## config.mk

```make
export PLATFORM = sky130hd
export DESIGN_NAME = nano_loader_mem_flat
export DESIGN_NICKNAME = d
export VERILOG_FILES = /design/src/rtl/nano_pkg.sv /design/src/rtl/nano_loader_mem_if.sv /design/src/rtl/nano_ram.sv /design/src/rtl/nano_loader_mem.sv /design/src/flat_wrapper.sv
export SDC_FILE = /design/constraint.sdc
export NUM_CORES = 2
export LEC_CHECK = 0
export ABC_AREA = 1
export BUFFER_PORTS_ARGS = -buffer_cell sky130_fd_sc_hd__buf_2
export CORE_MARGIN = 2
export CORE_UTILIZATION = 30
export DETAILED_ROUTE_END_ITERATION = 10
export SYNTH_ARGS = -nofsm -noshare
export SYNTH_HDL_FRONTEND = slang
export SYNTH_HIERARCHICAL = 1
export SYNTH_SLANG_ARGS = --single-unit
```

## constraint.sdc

```tcl
create_clock -name ck -period 24 [get_ports ck]
set_clock_uncertainty 0.15 [all_clocks]
set_input_delay 3.6 -clock ck [delete_from_list [all_inputs] [get_ports ck]]
set_output_delay 3.6 -clock ck [all_outputs]
set_load 0.005 [all_outputs]
```

## src/rtl/nano_pkg.sv

```systemverilog
// Shared constants and types for the NanoCPU program loader and its memory.
package nano_pkg;
  localparam int ADDR_W = 8;
  localparam int DATA_W = 16;

  typedef enum logic [1:0] {
    IDLE    = 2'd0,
    LOAD_HI = 2'd1,
    LOAD_LO = 2'd2,
    RUN     = 2'd3
  } loader_state_t;

  typedef logic [DATA_W-1:0] mem_word_t;
endpackage

```

## src/rtl/nano_loader_mem_if.sv

```systemverilog
// Load-stream handshake, status and CPU bus signals of nano_loader_mem.
interface nano_loader_mem_if;
  import nano_pkg::*;

  logic              load_start;
  logic              run;
  logic [7:0]        byte_in;
  logic              byte_valid;
  logic              byte_ready;
  logic              busy;
  logic              done;
  logic              cpu_rst;
  logic [ADDR_W-1:0] address;
  mem_word_t         dataW;
  logic              ce;
  logic              we;
  mem_word_t         dataR;

  modport slave (
    input  load_start, run, byte_in, byte_valid, address, dataW, ce, we,
    output byte_ready, busy, done, cpu_rst, dataR
  );

  modport master (
    output load_start, run, byte_in, byte_valid, address, dataW, ce, we,
    input  byte_ready, busy, done, cpu_rst, dataR
  );
endinterface

```

## src/rtl/nano_ram.sv

```systemverilog
// Word storage: one synchronous write port, asynchronous read, contents survive reset.
module nano_ram
  import nano_pkg::*;
(
  input  logic              ck,
  input  logic              i_we,
  input  logic [ADDR_W-1:0] i_waddr,
  input  mem_word_t         i_wdata,
  input  logic [ADDR_W-1:0] i_raddr,
  output mem_word_t         o_rdata
);

  mem_word_t r_mem [2**ADDR_W];

  always_ff @(posedge ck) begin
    if (i_we) r_mem[i_waddr] <= i_wdata;
  end

  assign o_rdata = r_mem[i_raddr];

endmodule

```

## src/rtl/nano_loader_mem.sv

```systemverilog
// Byte-stream program loader that fills nano_ram from address 0, then releases
// the NanoCPU and serves its memory bus.
module nano_loader_mem
  import nano_pkg::*;
#(
  parameter int LOAD_WORDS = 256
) (
  input logic              ck,
  input logic              rst,
  nano_loader_mem_if.slave b_if
);

  localparam logic [ADDR_W-1:0] LAST_ADDR = ADDR_W'(LOAD_WORDS - 1);

  loader_state_t     r_state;
  loader_state_t     w_state_nxt;
  logic [ADDR_W-1:0] r_wptr;
  logic [7:0]        r_hi;
  logic              r_cpu_rst;
  logic              r_busy;
  logic              r_done;

  logic              w_byte_ready;
  logic              w_accept;
  logic              w_restart;
  logic              w_ram_we;
  logic [ADDR_W-1:0] w_ram_waddr;
  mem_word_t         w_ram_wdata;

  always_comb begin
    w_state_nxt  = r_state;
    w_byte_ready = 1'b0;
    w_restart    = 1'b0;
    unique case (r_state)
      IDLE: begin
        if (b_if.load_start) begin
          w_state_nxt = LOAD_HI;
          w_restart   = 1'b1;
        end else if (b_if.run) begin
          w_state_nxt = RUN;
        end
      end
      LOAD_HI: begin
        w_byte_ready = 1'b1;
        if (b_if.byte_valid) w_state_nxt = LOAD_LO;
      end
      LOAD_LO: begin
        w_byte_ready = 1'b1;
        if (b_if.byte_valid) w_state_nxt = (r_wptr == LAST_ADDR) ? RUN : LOAD_HI;
      end
      RUN: begin
        if (b_if.load_start) begin
          w_state_nxt = LOAD_HI;
          w_restart   = 1'b1;
        end
      end
      default: w_state_nxt = IDLE;
    endcase
  end

  assign w_accept = b_if.byte_valid & w_byte_ready;

  always_ff @(posedge ck or negedge rst) begin
    if (!rst) begin
      r_state   <= IDLE;
      r_wptr    <= '0;
      r_hi      <= '0;
      r_cpu_rst <= 1'b1;
      r_busy    <= 1'b0;
      r_done    <= 1'b0;
    end else begin
      r_state   <= w_state_nxt;
      r_cpu_rst <= (r_state != RUN);
      r_busy    <= (r_state == LOAD_HI) || (r_state == LOAD_LO);
      r_done    <= (r_state == RUN);
      if (w_restart) begin
        r_wptr <= '0;
      end else if (w_accept && r_state == LOAD_LO) begin
        r_wptr <= r_wptr + 1'b1;
      end
      if (w_accept && r_state == LOAD_HI) r_hi <= b_if.byte_in;
    end
  end

  // The loader owns the write port while loading; the CPU only once released.
  always_comb begin
    w_ram_we    = 1'b0;
    w_ram_waddr = b_if.address;
    w_ram_wdata = b_if.dataW;
    if (r_state == LOAD_LO) begin
      w_ram_we    = w_accept;
      w_ram_waddr = r_wptr;
      w_ram_wdata = {r_hi, b_if.byte_in};
    end else if (r_state == RUN) begin
      w_ram_we    = b_if.ce & b_if.we;
    end
  end

  nano_ram u_ram (
    .ck      (ck),
    .i_we    (w_ram_we),
    .i_waddr (w_ram_waddr),
    .i_wdata (w_ram_wdata),
    .i_raddr (b_if.address),
    .o_rdata (b_if.dataR)
  );

  assign b_if.byte_ready = w_byte_ready;
  assign b_if.busy       = r_busy;
  assign b_if.done       = r_done;
  assign b_if.cpu_rst    = r_cpu_rst;

endmodule
```

## src/flat_wrapper.sv

```systemverilog
// flat-port wrapper written by rule: the top's interface ports become plain ports
module nano_loader_mem_flat import nano_pkg::*;
#(
  parameter int LOAD_WORDS = 256
)
  (ck, rst, b_if_load_start, b_if_run, b_if_byte_in, b_if_byte_valid, b_if_address, b_if_dataW, b_if_ce, b_if_we, b_if_byte_ready, b_if_busy, b_if_done, b_if_cpu_rst, b_if_dataR);
  nano_loader_mem_if b_if_i ();
  input logic ck;
  input logic rst;
  input wire logic [$bits(b_if_i.load_start)-1:0] b_if_load_start;
  input wire logic [$bits(b_if_i.run)-1:0] b_if_run;
  input wire logic [$bits(b_if_i.byte_in)-1:0] b_if_byte_in;
  input wire logic [$bits(b_if_i.byte_valid)-1:0] b_if_byte_valid;
  input wire logic [$bits(b_if_i.address)-1:0] b_if_address;
  input wire logic [$bits(b_if_i.dataW)-1:0] b_if_dataW;
  input wire logic [$bits(b_if_i.ce)-1:0] b_if_ce;
  input wire logic [$bits(b_if_i.we)-1:0] b_if_we;
  output wire logic [$bits(b_if_i.byte_ready)-1:0] b_if_byte_ready;
  output wire logic [$bits(b_if_i.busy)-1:0] b_if_busy;
  output wire logic [$bits(b_if_i.done)-1:0] b_if_done;
  output wire logic [$bits(b_if_i.cpu_rst)-1:0] b_if_cpu_rst;
  output wire logic [$bits(b_if_i.dataR)-1:0] b_if_dataR;
  assign b_if_i.load_start = b_if_load_start;
  assign b_if_i.run = b_if_run;
  assign b_if_i.byte_in = b_if_byte_in;
  assign b_if_i.byte_valid = b_if_byte_valid;
  assign b_if_i.address = b_if_address;
  assign b_if_i.dataW = b_if_dataW;
  assign b_if_i.ce = b_if_ce;
  assign b_if_i.we = b_if_we;
  assign b_if_byte_ready = b_if_i.byte_ready;
  assign b_if_busy = b_if_i.busy;
  assign b_if_done = b_if_i.done;
  assign b_if_cpu_rst = b_if_i.cpu_rst;
  assign b_if_dataR = b_if_i.dataR;
  nano_loader_mem #(.LOAD_WORDS(LOAD_WORDS)) u_core (.ck(ck), .rst(rst), .b_if(b_if_i));
endmodule
```

==> run metrics <==
Reg area=124000 sq um; TNS Setup=0 ns; Final Power=0.0169 W; hold path endpoint=u_core/r_hi[2]$_DFFE_PN0P_; DR pass1 iterations=7; relative slew slack=0.126; Cells after Synth=13800; Max Root-Sink Buffers=4; Hold Path Depth=2; mapped cell area=167000 sq um; R2R setup slack=18.46 ns; worst reg2reg endpoint=u_core/u_ram/r_mem[214][10]$_DFFE_PP_; R2R cell count=8; Final GP Congestion=0.838; worst path bufs/invs=8; chip width=749 um; Slowest-stage cell, CP=buf_4; max-slew violation count=0; WL/cell=23.0 um; # IOs=59; critical path, cell by cell=buf_12, buf_4, buf_4, buf_4, buf_4, buf_4, buf_4, nand2_1, nand3_1, nand3_1, nand3_1, nand3_1, nand3_1, nand3_1, nand2_1, nand2_1, nand2_1, buf_2; remaining antenna violation count after routing=0; First DRT Iteration DRCs=14000; final core utilization=0.339; power density over the cells=90.0 nW/um^2; Unique masters post-synth=28; Routed WL=491000 um; pin count of the biggest net entering global routing=195; Clock Latency Late Sink=0.95 ns; multi-input logic area=38000 sq um; clock transition at the registers of the reported paths=0.06 ns; # fillers=53400; die area=562000 sq um; Avg Inst Size Synth=12.1 sq um; initial core utilization=0.301; top-area cell type share of the netlist area=0.738; FF+latch count, synth=4117; dpl hpwl=264000 um; IO buf count=58; CP max FO=109; critical path class=primary input to output pin; Area Growth Syn to Fin=12.6%; Place WS=9.83 ns; Crit path required time=20.25 ns; slowest cell delay on critical path=0.88 ns; Crit path arrival time=10.55 ns; Hold Crit Start=u_core/r_hi[2]$_DFFE_PN0P_; CP endpoint kind=output pin; core area=553000 sq um; initial antenna violation count=16; top achievable clock speed=0.0699 GHz; vias=109000; Pleak=64.3 nW; post-CTS sizing=0; Critical Path Stages=18; CTS root buffer=clkbuf_16; status=finished clean; worst setup margin=9.70 ns; Hold Vio Cnt, Final=0; critical path's top delay family=buffers and inverters; Final period util=0.596; Yosys top cell by area=edfxtp_1; routed vias/inst=5.12; crit path launch type=primary input; Final setup viols=0; Syn Nets=13800; worst min-delay path category=register to register; # H-tree levels=5; worst vdd ir=0.0754 mV; sequential share of the synthesized area=0.741; total track usage=0.167; total CTS buffers=419; global-route wire length before repair=708000 um; Worst Max-Slew Pin Slew=1.31 ns; RSZ-0062 raised after global routing=no; synth top area cells=edfxtp_1 74%, nand3_1 12%, nand2_1 9.7%; CTS tree=yes; final hold slack=0.336 ns; hold buffer count at CTS=0; Yosys Warn Count=6; Cell Rows=273; # clock sinks=4117; Final nets=13800; share of cells above drive strength 1=0.0787; Post-route DRC=0; Die Height=749 um; Max-Cap Viols=0; Period minus WS final=14.30 ns; total grt overflow=0; vias in the first global route=101000; reg2reg start=u_core/r_state[0]$_DFFE_PN0P_; postcts setup bufs=0
-- cell type report --
class,instances,share of cell area
tap,7287,0.0486
antenna,10,0.000133
timing repair buffer,471,0.0197
multi-input combinational,8666,0.202
clock inverter,231,0.0110
clock buffer,535,0.0588
inverter,61,0.00150
sequential,4117,0.658
-- worst min-delay path: cells and delay by family, from the launching register on --
kind,cells,cell delay (ns)
and+or+nand+nor,1,0.05
AOI/OAI and AO/OA,1,0.06
DFF,1,0.34
-- power breakdown --
| group | internal, W | total, W | switching (W) |
|---|---|---|---|
| clock network | 0.00354 | 0.00631 | 0.00276 |
| registers | 0.00867 | 0.00868 | 0.00000977 |
| logic | 0.000264 | 0.00190 | 0.00163 |
-- cell usage in the layout, fill, tap and decap left out, drive strengths merged, types with 2 or more instances in the layout --
| master | synthesis | routed |
|---|---|---|
| dfrtp | 20 | 20 |
| clkinv | 0 | 184 |
| nand3 | 4040 | 4040 |
| edfxtp | 4096 | 4096 |
| nand4 | 3 | 3 |
| nor2 | 293 | 293 |
| clkbuf | 158 | 535 |
| o21ai | 29 | 29 |
| ha | 5 | 5 |
| a21oi | 2 | 2 |
| buf | 785 | 471 |
| diode | 0 | 10 |
| inv | 61 | 74 |
| clkinvlp | 0 | 7 |
| nand2 | 4290 | 4290 |
| bufinv | 0 | 27 |
-- synthesized netlist by cell type --
cell,count
nand2_1,4289
clkbuf_1,158
buf_1,70
nand3_2,1
buf_12,1
nand3_1,4039
dfrtp_1,20
edfxtp_1,4096
nand4_1,3
inv_1,56
o21ai_0,28
buf_8,1
a21oi_1,2
buf_2,496
a31oi_1,1
inv_4,2
or2_2,1
buf_4,163
and3_1,1
o21ai_1,1
buf_6,54
dfstp_2,1
nand2_2,1
nor2_1,292
inv_2,3
ha_1,5
nor2_2,1
nand3b_1,1
-- kinds of logic (layout without fill, tap and decap cells) --
group / Yosys count / after routing / synth area share
AO/OA/AOI/OAI: 32 / 32 / 0.000968
adder cells (fa/ha/maj): 5 / 5 / 0.000375
buffers and inverters: 1004 / 1298 / 0.0326
flip-flops: 4117 / 4117 / 0.741
other: 0 / 10 / 0
AND/OR/NAND/NOR: 8629 / 8629 / 0.225
-- how the worst max path moves through the flow --
| stage | start | end | slack (ns) |
|---|---|---|---|
| finish | b_if_address[0] | b_if_dataR[3] | 9.70 |
| floorplan | b_if_byte_in[0] | u_core/u_ram/r_mem[0][0]$_DFFE_PP_ | 8.12 |
| global route | b_if_address[0] | b_if_dataR[3] | 9.39 |
| global placement | b_if_address[0] | b_if_dataR[3] | 9.82 |
| CTS | b_if_address[0] | b_if_dataR[3] | 9.83 |
| detailed placement | b_if_address[0] | b_if_dataR[3] | 9.83 |
-- through the flow --
step / instance area [sq um] / cells
after floorplan: 167000 / 13800
after global placement: 175000 / 20600
after detailed placement: 175000 / 20600
after CTS: 188000 / 21400
after global routing: 188000 / 21400
final: 188000 / 21400
-- registers in the layout, indices dropped and copies added, names as in the netlist --
name	count
u_core/r_hi	8
u_core/u_ram/r_mem	4096
u_core/b_if.done	1
u_core/r_state	2
u_core/r_wptr	8
u_core/b_if.busy	1
u_core/b_if.cpu_rst	1
-- metal layers --
| layer | vias to the layer above | routed length [um] | track usage |
|---|---|---|---|
| met5 | - | 49 | 0 |
| met4 | 8 | 17000 | 0.0561 |
| met3 | 764 | 46600 | 0.0327 |
| met2 | 5191 | 224000 | 0.260 |
| met1 | 54400 | 203000 | 0.233 |
| li1 | 49000 | - | - |
No activity file was read; power rests on OpenSTA's default activity.
